## config.mk

```make
export PLATFORM = sky130hd
export DESIGN_NAME = scan_chain_host_ctrl
export DESIGN_NICKNAME = d
export VERILOG_FILES = /design/src/rtl/scan_chain_host_ctrl.sv
export SDC_FILE = /design/constraint.sdc
export NUM_CORES = 1
export LEC_CHECK = 0
export CORE_ASPECT_RATIO = 1.1
export CORE_MARGIN = 2
export CORE_UTILIZATION = 50
export DETAILED_ROUTE_END_ITERATION = 16
export PLACE_DENSITY = 0.81
export SYNTH_ARGS = -nofsm -noshare
export SYNTH_HDL_FRONTEND = slang
export SYNTH_SLANG_ARGS = --single-unit
export TNS_END_PERCENT = 30
```

## constraint.sdc

```tcl
create_clock -name clk -period 2.5 [get_ports clk]
set_input_delay 0.5 -clock clk [delete_from_list [all_inputs] [get_ports clk]]
set_output_delay 0.5 -clock clk [all_outputs]
set_load 0.02 [all_outputs]
```

## src/rtl/scan_chain_host_ctrl.sv

```systemverilog
// Byte-oriented host controller for the accumulator core's scan chain:
// serialises host bytes into the chain, returns displaced bits, and runs the core.
module scan_chain_host_ctrl #(
  parameter int CHAIN_LEN = 152
) (
  input  logic       clk,
  input  logic       rst,
  input  logic       cmd_valid,
  output logic       cmd_ready,
  input  logic [1:0] cmd_op,
  input  logic [7:0] cmd_arg,
  input  logic [7:0] in_data,
  input  logic       in_valid,
  output logic       in_ready,
  output logic [7:0] out_data,
  output logic       out_valid,
  input  logic       out_ready,
  output logic       scan_enable,
  output logic       scan_in,
  output logic       proc_en,
  input  logic       scan_out,
  input  logic       halt,
  output logic       busy,
  output logic       done,
  output logic       halted
);

  localparam int NBYTES = CHAIN_LEN / 8;
  localparam int CW     = $clog2(NBYTES + 1);

  typedef enum logic [2:0] {S_IDLE, S_LOAD, S_SHIFT, S_OUT, S_RUN} state_t;

  state_t        state_q, state_d;
  logic [CW-1:0] byte_cnt_q, byte_cnt_d;
  logic [2:0]    bit_q, bit_d;
  logic [7:0]    sh_q, sh_d;
  logic [7:0]    cap_q, cap_d;
  logic [7:0]    run_q, run_d;
  logic          cmd_ready_q, cmd_ready_d;
  logic          in_ready_q, in_ready_d;
  logic [7:0]    out_data_q, out_data_d;
  logic          out_valid_q, out_valid_d;
  logic          scan_enable_q, scan_enable_d;
  logic          scan_in_q, scan_in_d;
  logic          proc_en_q, proc_en_d;
  logic          busy_q, busy_d;
  logic          done_q, done_d;
  logic          halted_q, halted_d;

  always_ff @(posedge clk or negedge rst) begin
    if (!rst) begin
      state_q       <= S_IDLE;
      byte_cnt_q    <= '0;
      bit_q         <= '0;
      sh_q          <= '0;
      cap_q         <= '0;
      run_q         <= '0;
      cmd_ready_q   <= 1'b1;
      in_ready_q    <= 1'b0;
      out_data_q    <= '0;
      out_valid_q   <= 1'b0;
      scan_enable_q <= 1'b0;
      scan_in_q     <= 1'b0;
      proc_en_q     <= 1'b0;
      busy_q        <= 1'b0;
      done_q        <= 1'b0;
      halted_q      <= 1'b0;
    end else begin
      state_q       <= state_d;
      byte_cnt_q    <= byte_cnt_d;
      bit_q         <= bit_d;
      sh_q          <= sh_d;
      cap_q         <= cap_d;
      run_q         <= run_d;
      cmd_ready_q   <= cmd_ready_d;
      in_ready_q    <= in_ready_d;
      out_data_q    <= out_data_d;
      out_valid_q   <= out_valid_d;
      scan_enable_q <= scan_enable_d;
      scan_in_q     <= scan_in_d;
      proc_en_q     <= proc_en_d;
      busy_q        <= busy_d;
      done_q        <= done_d;
      halted_q      <= halted_d;
    end
  end

  always_comb begin
    state_d       = state_q;
    byte_cnt_d    = byte_cnt_q;
    bit_d         = bit_q;
    sh_d          = sh_q;
    cap_d         = cap_q;
    run_d         = run_q;
    out_data_d    = out_data_q;
    out_valid_d   = out_valid_q;
    scan_enable_d = scan_enable_q;
    scan_in_d     = scan_in_q;
    proc_en_d     = proc_en_q;
    halted_d      = halted_q;
    done_d        = 1'b0;

    case (state_q)
      S_IDLE: begin
        if (cmd_valid && cmd_ready_q) begin
          halted_d = 1'b0;
          case (cmd_op)
            2'b00: begin
              state_d    = S_LOAD;
              byte_cnt_d = '0;
            end
            2'b01: begin
              state_d   = S_RUN;
              run_d     = cmd_arg;
              proc_en_d = 1'b1;
            end
            default: done_d = 1'b1;
          endcase
        end
      end
      S_LOAD: begin
        if (in_valid && in_ready_q) begin
          sh_d          = in_data;
          scan_in_d     = in_data[7];
          scan_enable_d = 1'b1;
          bit_d         = '0;
          state_d       = S_SHIFT;
        end
      end
      S_SHIFT: begin
        // scan_out is sampled before the core shifts on this same edge
        cap_d     = {cap_q[6:0], scan_out};
        scan_in_d = sh_q[6];
        sh_d      = {sh_q[6:0], 1'b0};
        bit_d     = bit_q + 3'd1;
        if (bit_q == 3'd7) begin
          scan_enable_d = 1'b0;
          scan_in_d     = 1'b0;
          out_data_d    = {cap_q[6:0], scan_out};
          out_valid_d   = 1'b1;
          state_d       = S_OUT;
        end
      end
      S_OUT: begin
        if (out_valid_q && out_ready) begin
          out_valid_d = 1'b0;
          byte_cnt_d  = byte_cnt_q + CW'(1);
          if (byte_cnt_q == CW'(NBYTES - 1)) begin
            done_d  = 1'b1;
            state_d = S_IDLE;
          end else begin
            state_d = S_LOAD;
          end
        end
      end
      S_RUN: begin
        // run_q == 0 means run until halt; a bounded run stops after its last cycle
        if (proc_en_q) begin
          if (halt) begin
            proc_en_d = 1'b0;
            halted_d  = 1'b1;
            done_d    = 1'b1;
            state_d   = S_IDLE;
          end else if (run_q == 8'd1) begin
            proc_en_d = 1'b0;
          end else if (run_q != 8'd0) begin
            run_d = run_q - 8'd1;
          end
        end else begin
          done_d  = 1'b1;
          state_d = S_IDLE;
        end
      end
      default: state_d = S_IDLE;
    endcase

    cmd_ready_d = (state_d == S_IDLE);
    in_ready_d  = (state_d == S_LOAD);
    busy_d      = (state_d != S_IDLE);
  end

  assign cmd_ready   = cmd_ready_q;
  assign in_ready    = in_ready_q;
  assign out_data    = out_data_q;
  assign out_valid   = out_valid_q;
  assign scan_enable = scan_enable_q;
  assign scan_in     = scan_in_q;
  assign proc_en     = proc_en_q;
  assign busy        = busy_q;
  assign done        = done_q;
  assign halted      = halted_q;

endmodule

```

# ---- Word level (Yosys, flattened, before mapping)
# Index checks and enable logic that the tools add are counted.
dict set report totals {
  output_inout_bits 17
  word_cells 110
  register_bits 50
  in_bits 25
}
dict set report op_classes {
  mux 50
  n_eq_ne 20
  n_reduce_logical 21
  addsub 3
}
# cell count
set ops {}
lappend ops {{8-bit 2-to-1 mux} 6}
lappend ops {{1-bit 2-to-1 mux} 21}
lappend ops {{3-bit 2-to-1 mux} 7}
lappend ops {{2-bit != test (second input constant)} 9}
lappend ops {{8-bit case mux with 2 select lines} 1}
lappend ops {{5-bit 2-to-1 mux} 3}
lappend ops {{3-bit case mux with 5 select lines} 1}
lappend ops {{7-bit case mux with 2 select lines} 1}
lappend ops {{3-bit case mux with 2 select lines} 2}
lappend ops {{1-bit case mux with 2 select lines} 5}
lappend ops {{5-bit case mux with 2 select lines} 1}
lappend ops {{3-bit AND reduction} 3}
lappend ops {{8-bit by 1-bit equality test with 1-bit output (second input constant)} 1}
lappend ops {{4-bit AND reduction} 2}
lappend ops {{2-bit nonzero test} 4}
lappend ops {{8-bit nonzero test} 1}
lappend ops {{8-bit by 1-bit subtractor with 8-bit output (second input constant)} 1}
lappend ops {{7-bit 2-to-1 mux} 1}
lappend ops {{7-bit AND reduction} 1}
lappend ops {{3-bit by 1-bit equality test with 1-bit output (second input constant)} 2}
lappend ops {{3-bit by 2-bit equality test with 1-bit output (second input constant)} 2}
lappend ops {{3-bit equality test (second input constant)} 2}
lappend ops {{3-bit zero test} 2}
lappend ops {{5-bit by 1-bit adder with 5-bit output (second input constant)} 1}
lappend ops {{other kinds (10)} 14}

# ---- Logic depth before layout (Yosys ltp)
# Gate-level depths: netlist of the first run.
dict set report depth {
  ltp_word 6
  ltp_mapped 6
}

# ---- Worst setup path after synthesis of the first run
# Ideal clock, no wire load.
dict set report synth_timing {
  path_kind {register to register}
  from {reg bit_q[0]}
  to {reg busy_q (netlist: busy)}
  t_required_ns 2.361
  setup_slack_ns 0.726
  setup_ns 0.139
  stages_incl_launch_ff 7
  n_path_buf 0
  arrival_time_ns 1.636
  period_less_slack_ns 1.774
  path_cell_list {dfrtp_1 -> ha_1 -> ha_1 -> inv_1 -> a2bb2oi_1 -> o21ai_1 -> or4_1}
}
dict set report synth_via {
  elab_chain_len 4
}
# item line_no
set synth_lines {}
lappend synth_lines {{start, declared} 35} ;# logic [2:0] bit_q, bit_d;
lappend synth_lines {{start signal, assigned} 71} ;# bit_q <= bit_d;
lappend synth_lines {{3-bit equality test} 136} ;# if (bit_q == 3'd7) begin
lappend synth_lines {{3-bit 2-to-1 mux} 136}
lappend synth_lines {{3-bit case mux with 5 select lines} 103} ;# case (state_q)
lappend synth_lines {{3-bit nonzero test} 179} ;# busy_d = (state_d != S_IDLE);
lappend synth_lines {{via busy_d} 46} ;# logic busy_q, busy_d;
lappend synth_lines {{end signal, assigned} 82} ;# busy_q <= busy_d;
lappend synth_lines {{end, declared} 46}
# The timed path passes the listed nets, and every way through them passes these cells.
# A chain may end at the register's enable or synchronous reset.

# ---- Final worst setup path of the first run
# Ends and elaborated chain as after synthesis.

==> results_dict.tcl, run 1 <==
set metrics [dict create \
    syn-cell-area_mm2 0.00252 \
    combPwrFrac_pct 4.8 \
    syn_area_per_cell_um2 10.5 \
    hold_path.class "input pin to asynchronous set/reset pin" \
    fin_nets 316 \
    period_needed_ns 2.02 \
    cp_max_fo 3 \
    start_util_pct 51.1 \
    insertion_delay_ns 0.29 \
    clk_path_buf_depth 2 \
    gp_congestion 0.878 \
    cts.sinks 50 \
    dieArea_mm2 0.00563 \
    yosysWarningCount 0 \
    worst-r2r-cell-count 6 \
    viasPerCell 5.67 \
    startpoint_type "flip-flop" \
    dp_hpwl_mm 3.82 \
    share_seq_of_total_power_pct 56.9 \
    maxCapViolCount 0 \
    final.setup.worst_slack_ns 0.483 \
    r2r_slack_ns 0.48 \
    grt_max_degree 35 \
    fill_cells 420 \
    ys_dominant_reg_cell "dfrtp_1" \
    drive_gt1_share_pct 11.2 \
    ys_types 57 \
    drv_slew 0 \
    syn_inst 241 \
    timing.critical_path.to "busy" \
    fin_util_pct 62.5 \
    cts_hold_buffers 0 \
    area_growth_pct 22.2 \
    die_x_um 71.7 \
    cts_tree "built" \
    post-cts-setup-buffers 0 \
    drtIter0Drc 134 \
    drc 0 \
    drt-total-wl_mm 5.10 \
    p_sw_w 0.000273 \
    r2r-start "bit_q[0]" \
    cts_resized 0 \
    vias 1946 \
    grt_pass1_wl_mm 8.72 \
    placementRows 27 \
    critPathRequiredTime_ns 2.67 \
    cts_buffers 5 \
    grt-ovfl-total 0 \
    grt_pass1_vias 1914 \
    power.share.switching_pct 19.2 \
    hold_violations 0 \
    post-route-period-util_pct 80.7 \
    avgRoutedWirePerCell_um 14.9 \
    antenna_left 0 \
    skew_ns 0.00257 \
    p_int_w 0.00115 \
    rsz0062_at_grt "no" \
    pre_cts_ws_ns 0.300 \
    p_clk_share_pct 38.3 \
    powerDensity_mw_per_mm2 461 \
    path_clk_slew_ns 0.08 \
    regArea_mm2 0.00125 \
    end_kind "flip-flop" \
    max_slew_margin_pct 50.9 \
    fin_setup_tns_ns 0 \
    antenna_found_initial 0 \
    multi_input_area_mm2 0.00118 \
    path_class "flip-flop to flip-flop" \
    startpoint "bit_q[0]" \
    antenna_cells 0 \
    io_buffers 41 \
    grt_usage_pct 19.4 \
    io-pin-count 42 \
    die_h_um 78.5 \
    worstMarginPinSlew_ns 0.737 \
    irDropWorstVdd_uv 218 \
    status "finished clean" \
    ys_seq_area_share_pct 49.7 \
    synth_edf_count 0 \
    setup_viol 0 \
    ys_async_sr_fraction_pct 100 \
    reg2reg_to "busy" \
    hold_slack_ns 0.264 \
    syn_nets 273 \
    fmax_mhz 496 \
    power_leakage_nw 1.44 \
    core-area_mm2 0.00493 \
    finalPower_w 0.00142 \
    htreeDepth 2 \
    root_buffer "clkbuf_8" \
    firstDrtPassIters 4 \
    synth-seq-cells 50 \
    cp_data_arrival_time_ns 2.19 \
]
## worst max-delay path, cell delays in order, from the launching register on
cell and delay [ns]:
dfrtp_1 0.41, ha_1 0.21, ha_1 0.17, inv_1 0.19, a2bb2oi_1 0.32, o21ai_1 0.12
or4_1 0.48
## metal layers
layer,up-vias,share of wire [%],GRT usage [%]
met3,5,4.6,3.59
met2,53,49,32.9
met1,937,46,26.1
met4,0,0.86,3.96
met5,-,0,0
li1,951,-,-
## synthesized netlist by cell type (3+ instances only)
cell type	number	area (um^2)
mux2_4	8	120
buf_2	4	20.0
a21oi_1	6	30.0
nand3_1	8	40.0
ha_1	7	87.6
nand2_1	37	139
nor2_1	22	82.6
nor3_1	4	20.0
a22oi_1	3	22.5
o22a_1	3	26.3
buf_4	3	22.5
inv_1	8	30.0
o22ai_1	7	43.8
a2bb2oi_1	3	26.3
o21ai_0	8	40.0
dfrtp_1	49	1230
a31oi_1	6	37.5
## worst min-delay path by stage
stage                        start     endpoint  slack [ns]  cells past startpoint
final                          rst      sh_q[5]        0.26                      1
after global routing           rst      sh_q[5]        0.31                      1
after CTS                      rst  out_data[6]        0.29                      1
after detailed placement  cap_q[6]     cap_q[6]        0.48                      2
after global placement    cap_q[6]     cap_q[6]        0.46                      2
after floorplan                rst     bit_q[0]        0.20                      0
## final cells by class
class	count	share of cell area, %
well taps	58	2.36
flip-flops and latches	50	40.7
clock buffers	7	2.48
repair buffers	46	14.4
multi-input cells	173	38.2
clock inverters	1	0.975
inverters	8	0.975
## per-stage QoR
stage,std cells,instance area [um^2]
finish,343,3080
floorplan,241,2520
detailed placement,335,2970
global placement,335,2970
CTS,343,3080
global route,343,3080
## cell usage in the layout, fill, tap and decap left out, types with 3 or more instances in the layout
master / count
nand3_1: 8
o22a_1: 3
clkdlybuf4s50_1: 40
o22ai_1: 7
o21ai_0: 8
ha_1: 7
a21oi_1: 6
nor3_1: 4
nand2_1: 37
inv_1: 8
dfrtp_1: 49
a31oi_1: 6
clkbuf_8: 5
a22oi_1: 3
buf_4: 5
nor2_1: 22
mux2_4: 8
a2bb2oi_1: 3
## power by group through the flow
stage	registers, W	clock network (W)	logic, W
5_1_grt	0.000808	0.000597	0.0000752
3_5_place_dp	0.000824	0	0.0000687
6_report	0.000808	0.000545	0.0000679
3_3_place_gp	0.000824	0	0.0000684
4_1_cts	0.000808	0.000555	0.0000693
2_1_floorplan	0.000824	0	0.00000918
## flip-flops by register name (all words and copies together) (netlist names), 3 cells and up
signal,flops
run_q,8
state_q,3
out_data,8
bit_q,3
byte_cnt_q,5
cap_q,7
sh_q,7
## cells by family (layout without fill, tap and decap cells)
| logic type | after synthesis | after routing | share of synthesized area [%] |
|---|---|---|---|
| xor+xnor | 3 | 3 | 1.04 |
| compound gates | 54 | 54 | 15.7 |
| fa+ha+maj | 7 | 7 | 3.47 |
| mux | 9 | 9 | 5.21 |
| flops | 50 | 50 | 49.7 |
| buf+inv | 18 | 62 | 3.67 |
| simple gates | 100 | 100 | 21.2 |
Power figures use the tool's default switching activity.
==> run 2, diff against run 1 <==
Settings changed: CORE_UTILIZATION 50 to 48.
Clock period 2.5 ns to 1.7 ns, I/O delays scaled along.
==> run 2 against run 1 <==
The flow now finishes with violations (setup timing). Sequential share of layout area is 4.2 points lower. Fmax is 14% higher. Via count is 10% higher. Hold slack better by 0.23 ns. First-iteration DRC count is 1.5% lower. Critical path type unchanged. Critical endpoint is now run_q[4]. Largest cell class unchanged. Largest power group unchanged.
==> results_dict.tcl, run 2 (synthesis gave the netlist of run 1 again) <==
set metrics [dict create \
    status "complete, but fails checks" \
    violations "setup timing" \
    cts_buffers 5 \
    reg2reg_to "run_q[4]" \
    placementRows 27 \
    max_stage_delay_ns 0.44 \
    r2r-start "run_q[0]" \
    critPathRequiredTime_ns 1.95 \
    path_class "flip-flop to flip-flop" \
    drv_slew 0 \
    drt-total-wl_mm 5.80 \
    grt_pass1_vias 2119 \
    insertion_delay_ns 0.30 \
    io_buffers 41 \
    worstHoldEndpoint "cap_q[6]" \
    fin_nets 356 \
    cp_data_arrival_time_ns 2.01 \
    finalPower_w 0.00203 \
    path_cells "ha_2 > or2_4 > a311oi_4 > buf_6 > a2bb2oi_2 > o22a_1" \
    cts_tree "built" \
    r2r_slack_ns -0.07 \
    io-pin-count 42 \
    final_cells 383 \
    firstDrtPassIters 5 \
    crit_slowest_cell "dfrtp_1" \
    core-area_mm2 0.00503 \
    avgRoutedWirePerCell_um 15.1 \
    area_growth_pct 36.3 \
    die_h_um 80.0 \
    max_slew_margin_pct 67.2 \
    worstMarginPinSlew_ns 0.492 \
    hold_path.class "flip-flop to flip-flop" \
    clk_path_buf_depth 2 \
    mostFrequentLayoutCells "dfrtp_1 (48), buf_4 (41), nand2_1 (37), clkdlybuf4s50_1 (36), nor2_1 (22)" \
    grt_max_degree 24 \
    fmax_mhz 565 \
    hold_start "cap_q[6]" \
    fin_util_pct 68.3 \
    end_kind "flip-flop" \
    cts.sinks 50 \
    grt_usage_pct 21.4 \
    power_leakage_nw 1.69 \
    hold_slack_ns 0.492 \
    maxCapViolCount 0 \
    antenna_left 0 \
    skew_ns 0.00953 \
    irDropWorstVdd_uv 306 \
    cp_max_fo 5 \
    dp.cells 370 \
    die_x_um 73.1 \
    antenna_found_initial 0 \
    startpoint_type "flip-flop" \
    grt_pass1_wl_mm 9.65 \
    setup_viol 9 \
    hold_violations 0 \
    start_util_pct 50.1 \
    root_buffer "clkbuf_8" \
    powerDensity_mw_per_mm2 590 \
    vias 2149 \
    htreeDepth 2 \
    post-route-period-util_pct 104 \
    final_common_cell "dfrtp_1" \
    holdPathStages 2 \
    antenna_cells 0 \
    dp_hpwl_mm 4.37 \
    drive_gt1_share_pct 26.8 \
    path_clk_slew_ns 0.10 \
    dieArea_mm2 0.00585 \
    gp_congestion 0.808 \
    drc 0 \
    worst-r2r-cell-count 6 \
    drtIter0Drc 132 \
    grt-ovfl-total 0 \
    rsz0062_at_grt "yes" \
    period_needed_ns 1.77 \
    final.setup.worst_slack_ns -0.0697 \
    viasPerCell 5.61 \
]
==> run 2: layout make-up <==
class                   instances  area [um^2]
clock inverters                 2         12.5
inverters                       8         30.0
well taps                      58         72.6
flip-flops and latches         50         1250
fillers                       388         1600
clock buffers                   6         82.6
repair buffers                 86          759
multi-input cells             173         1230
==> run 2: routing by layer <==
| metal | vias up | part of all wire [%] | routed length [um] | global-route usage (%) |
|---|---|---|---|---|
| li1 | 1036 | - | - | - |
| met1 | 1038 | 44 | 2540 | 26.6 |
| met2 | 62 | 51 | 2950 | 36.6 |
| met3 | 13 | 3.4 | 196 | 3.79 |
| met4 | 0 | 1.9 | 108 | 8.33 |
| met5 | - | 0 | 0 | 0 |
==> run 2: worst max path at each step <==
stage / cells after the start / end / slack [ns] / from
global route: 6 / run_q[4] / -0.13 / run_q[0]
CTS: 6 / busy / -0.06 / bit_q[0]
global placement: 6 / run_q[4] / -0.17 / halt
detailed placement: 6 / run_q[4] / -0.24 / halt
floorplan: 6 / run_q[1] / -0.02 / run_q[0]
finish: 6 / run_q[4] / -0.07 / run_q[0]
==> run 2: metrics by stage <==
step | setup slack [ns] | area (um^2) | TNS (ns)
after floorplan | -0.0227 | 2520 | -0.0410
after detailed placement | -0.237 | 3240 | -2.14
after global routing | -0.126 | 3440 | -1.09
after CTS | -0.0636 | 3390 | -0.186
after global placement | -0.173 | 3240 | -1.49
final | -0.0697 | 3440 | -0.430
==> run 2: repair_timing <==
action                                 CTS  global route
setup buffers                            2             2
endpoints found under the hold margin    5             0
resized for setup                       12            10
pin swaps                                2             2
cloned                                   0             0
setup endpoints to repair               12            22
hold buffers                             1             0
==> run 2: where the power goes <==
| group | internal [W] | switching (W) |
|---|---|---|
| clock | 0.000328 | 0.000401 |
| sequential | 0.00119 | 0 |
| combinational | 0.0000643 | 0.0000450 |
==> run 2: critical path, delay by kind of cell, from the launching register on <==
kind,cells,cell delay [ns]
AO/OA/AOI/OAI,3,0.61
buffers and inverters,1,0.18
adder cells (fa/ha/maj),1,0.22
AND/OR/NAND/NOR,1,0.26
flip-flops,1,0.44
==> run 3, diff against run 2 <==
--- a/config.mk
+++ b/config.mk
@@ -7,2 +7,3 @@
 export LEC_CHECK = 0
+export ABC_AREA = 1
 export CORE_ASPECT_RATIO = 1.1
--- a/constraint.sdc
+++ b/constraint.sdc
@@ -3,2 +3,2 @@
 set_output_delay 0.34 -clock clk [all_outputs]
-set_load 0.02 [all_outputs]
+set_load 0.005 [all_outputs]
==> run 3 against run 2 <==
The flow now finishes without violations. Critical path depth is 5 lower. First-iteration DRC count down 9.8%. Hold slack gained 0.0011 ns. Highest routed layer unchanged. Non-clock buffer count down 35. Clock power rose by 18%.
==> results_dict.tcl, run 3 <==
set metrics [dict create \
    critPathRequiredTime_ns 1.36 \
    period_needed_ns 1.67 \
    antenna_cells 0 \
    power.share.switching_pct 37.3 \
    reg2reg_to "busy" \
    synth_compound_area_share_pct 11.9 \
    path_cells "clkdlybuf4s50_1" \
    dieArea_mm2 0.00593 \
    drive_gt1_share_pct 9.50 \
    power_leakage_nw 1.61 \
    rsz0062_at_grt "no" \
    area_growth_pct 25.0 \
    firstDrtPassIters 4 \
    mostFrequentLayoutCells "nand2_1 (99), dfrtp_1 (49), inv_1 (43), clkdlybuf4s50_1 (40), o21ai_0 (34)" \
    synthMostInstantiatedCell "nand2_1" \
    syn_inst 329 \
    fin_nets 411 \
    cp_data_arrival_time_ns 1.33 \
    combPwrFrac_pct 40.8 \
    crit_cells 1 \
    avgRoutedWirePerCell_um 11.9 \
    antenna_left 0 \
    end_kind "output pin" \
    synth_area_leaders "dfrtp_1 (48%), nand2_1 (15%), o21ai_0 (6.7%)" \
    hold_path.class "flip-flop to flip-flop" \
    root_buffer "clkbuf_8" \
    worst-r2r-cell-count 8 \
    drc 0 \
    worstMarginPinSlew_ns 0.483 \
    gp_congestion 0.856 \
    drt-total-wl_mm 5.20 \
    status "finished clean" \
    max_slew_margin_pct 67.8 \
    syn_nets 361 \
    viasPerCell 4.99 \
    setup_viol 0 \
    synthMuxAreaShare_pct 0 \
    timing.critical_path.to "cmd_ready" \
    startpoint_type "flip-flop" \
    irDropWorstVdd_uv 898 \
    p_int_w 0.00299 \
    hold_violations 0 \
    die_x_um 73.6 \
    path_clk_slew_ns 0.09 \
    cts_buffers 5 \
    maxCapViolCount 0 \
    skew_ns 0.0123 \
    post-route-period-util_pct 98.4 \
    drv_slew 0 \
    drtIter0Drc 119 \
    syn-cell-area_mm2 0.00256 \
    synthSimpleGateAreaFrac_pct 25.9 \
    startpoint "cmd_ready" \
    finalPower_w 0.00478 \
    yosysWarningCount 0 \
    cts.sinks 50 \
    powerDensity_mw_per_mm2 1490 \
    synth-seq-cells 50 \
    fmax_mhz 598 \
    grt_max_degree 21 \
    ys_types 25 \
    core-area_mm2 0.00507 \
    dp_hpwl_mm 3.82 \
    critPathBufInv 1 \
    cpLargestDelayFamily "flip-flops" \
    htreeDepth 2 \
    final_common_cell "nand2_1" \
    synth_top_family_by_area "simple AND/OR/NAND/NOR gates" \
    clk_path_buf_depth 2 \
    syn_area_per_cell_um2 7.77 \
    hold_start "cap_q[6]" \
    fin_setup_tns_ns 0 \
    crit_slowest_cell "dfstp_2" \
    ys_seq_area_share_pct 49.0 \
    p_clk_share_pct 18.0 \
    vias 2179 \
    synth_top_area_share_pct 47.9 \
    grt_usage_pct 19.1 \
    ys_dominant_reg_cell "dfrtp_1" \
    share_seq_of_total_power_pct 41.2 \
    yosys.area.top_type "dfrtp_1" \
    placementRows 27 \
    r2r_slack_ns 0.21 \
    antenna_found_initial 0 \
    max_stage_delay_ns 0.54 \
    synth_fa_ha_area_share_pct 3.42 \
    io-pin-count 42 \
    insertion_delay_ns 0.31 \
    r2r-start "bit_q[0]" \
    grt-ovfl-total 0 \
    p_sw_w 0.00178 \
    die_h_um 80.6 \
    io_buffers 41 \
    synth_edf_count 0 \
    yosys.area_share.xor_xnor_pct 0.685 \
    cts_tree "built" \
    grt_pass1_wl_mm 8.87 \
    synth_common_cells "nand2_1 (99), dfrtp_1 (49), inv_1 (43), o21ai_0 (34), nor2_1 (24)" \
    ys_async_sr_fraction_pct 100 \
    start_util_pct 50.5 \
    path_class "flip-flop to output pin" \
    cp_max_fo 2 \
    grt_pass1_vias 2109 \
]
[run 3: worst min path at each step]
stage / cells past startpoint / to / slack (ns)
detailed placement: 1 / halted / 0.33
finish: 2 / out_data[7] / 0.49
CTS: 2 / cap_q[0] / 0.50
global route: 1 / bit_q[0] / 0.51
floorplan: 0 / bit_q[0] / 0.04
global placement: 1 / halted / 0.32
[run 3: layer usage]
| metal | GRT usage [%] | part of all wire (%) | vias up |
|---|---|---|---|
| li1 | - | - | 1132 |
| met1 | 24.1 | 46 | 992 |
| met3 | 3.26 | 4.3 | 8 |
| met5 | 0 | 0 | - |
| met4 | 7.09 | 1.6 | 0 |
| met2 | 32.5 | 48 | 47 |
[run 3: area by class of cell]
type | count | area [um^2]
clock buffer | 6 | 82.6
clock inverter | 1 | 30.0
fill | 431 | 1870
inverter | 51 | 191
multi-input combinational | 220 | 1070
sequential | 50 | 1250
tap | 58 | 72.6
timing repair buffer | 51 | 495
[run 3: worst reg2reg max path, cell delays in order (launching register included)]
cell and delay [ns]:
dfrtp_1 0.41, ha_1 0.22, ha_1 0.24, nand2_4 0.14
nand2_1 0.06, inv_1 0.06, nand3_1 0.10, inv_1 0.07
nand2_1 0.07
[run 3: logic make-up after synthesis]
logic type	count (synthesis)
fa+ha+maj	7
flops	50
xor+xnor	2
buf+inv	59
compound gates	56
simple gates	155
[run 3: what timing repair did]
action,4_1_cts,5_1_grt
endpoints found under the hold margin,16,0
setup buffers,0,0
hold buffers,1,0
gates resized for setup,0,0
[run 3: through the flow]
| step | util [%] | hold WS, ns | std cells | setup slack (ns) | instance area [um^2] |
|---|---|---|---|---|---|
| CTS | 63.1 | 0.498 | 437 | 0.0182 | 3200 |
| floorplan | - | 0.0444 | 329 | 0.344 | 2560 |
| global placement | 60.7 | 0.319 | 429 | 0.0897 | 3070 |
| detailed placement | 60.7 | 0.328 | 429 | 0.0437 | 3070 |
| global route | 63.1 | 0.512 | 437 | 0.0135 | 3200 |
| finish | 63.1 | 0.493 | 437 | 0.0264 | 3200 |
[run 3: power groups by stage]
| stage | clock network [W] | logic [W] | registers [W] |
|---|---|---|---|
| finish | 0.000859 | 0.00195 | 0.00197 |
| global route | 0.000913 | 0.00226 | 0.00204 |
| CTS | 0.000876 | 0.00197 | 0.00197 |
| detailed placement | 0 | 0.00195 | 0.00199 |
| global placement | 0 | 0.00188 | 0.00198 |
| floorplan | 0 | 0.00125 | 0.00195 |
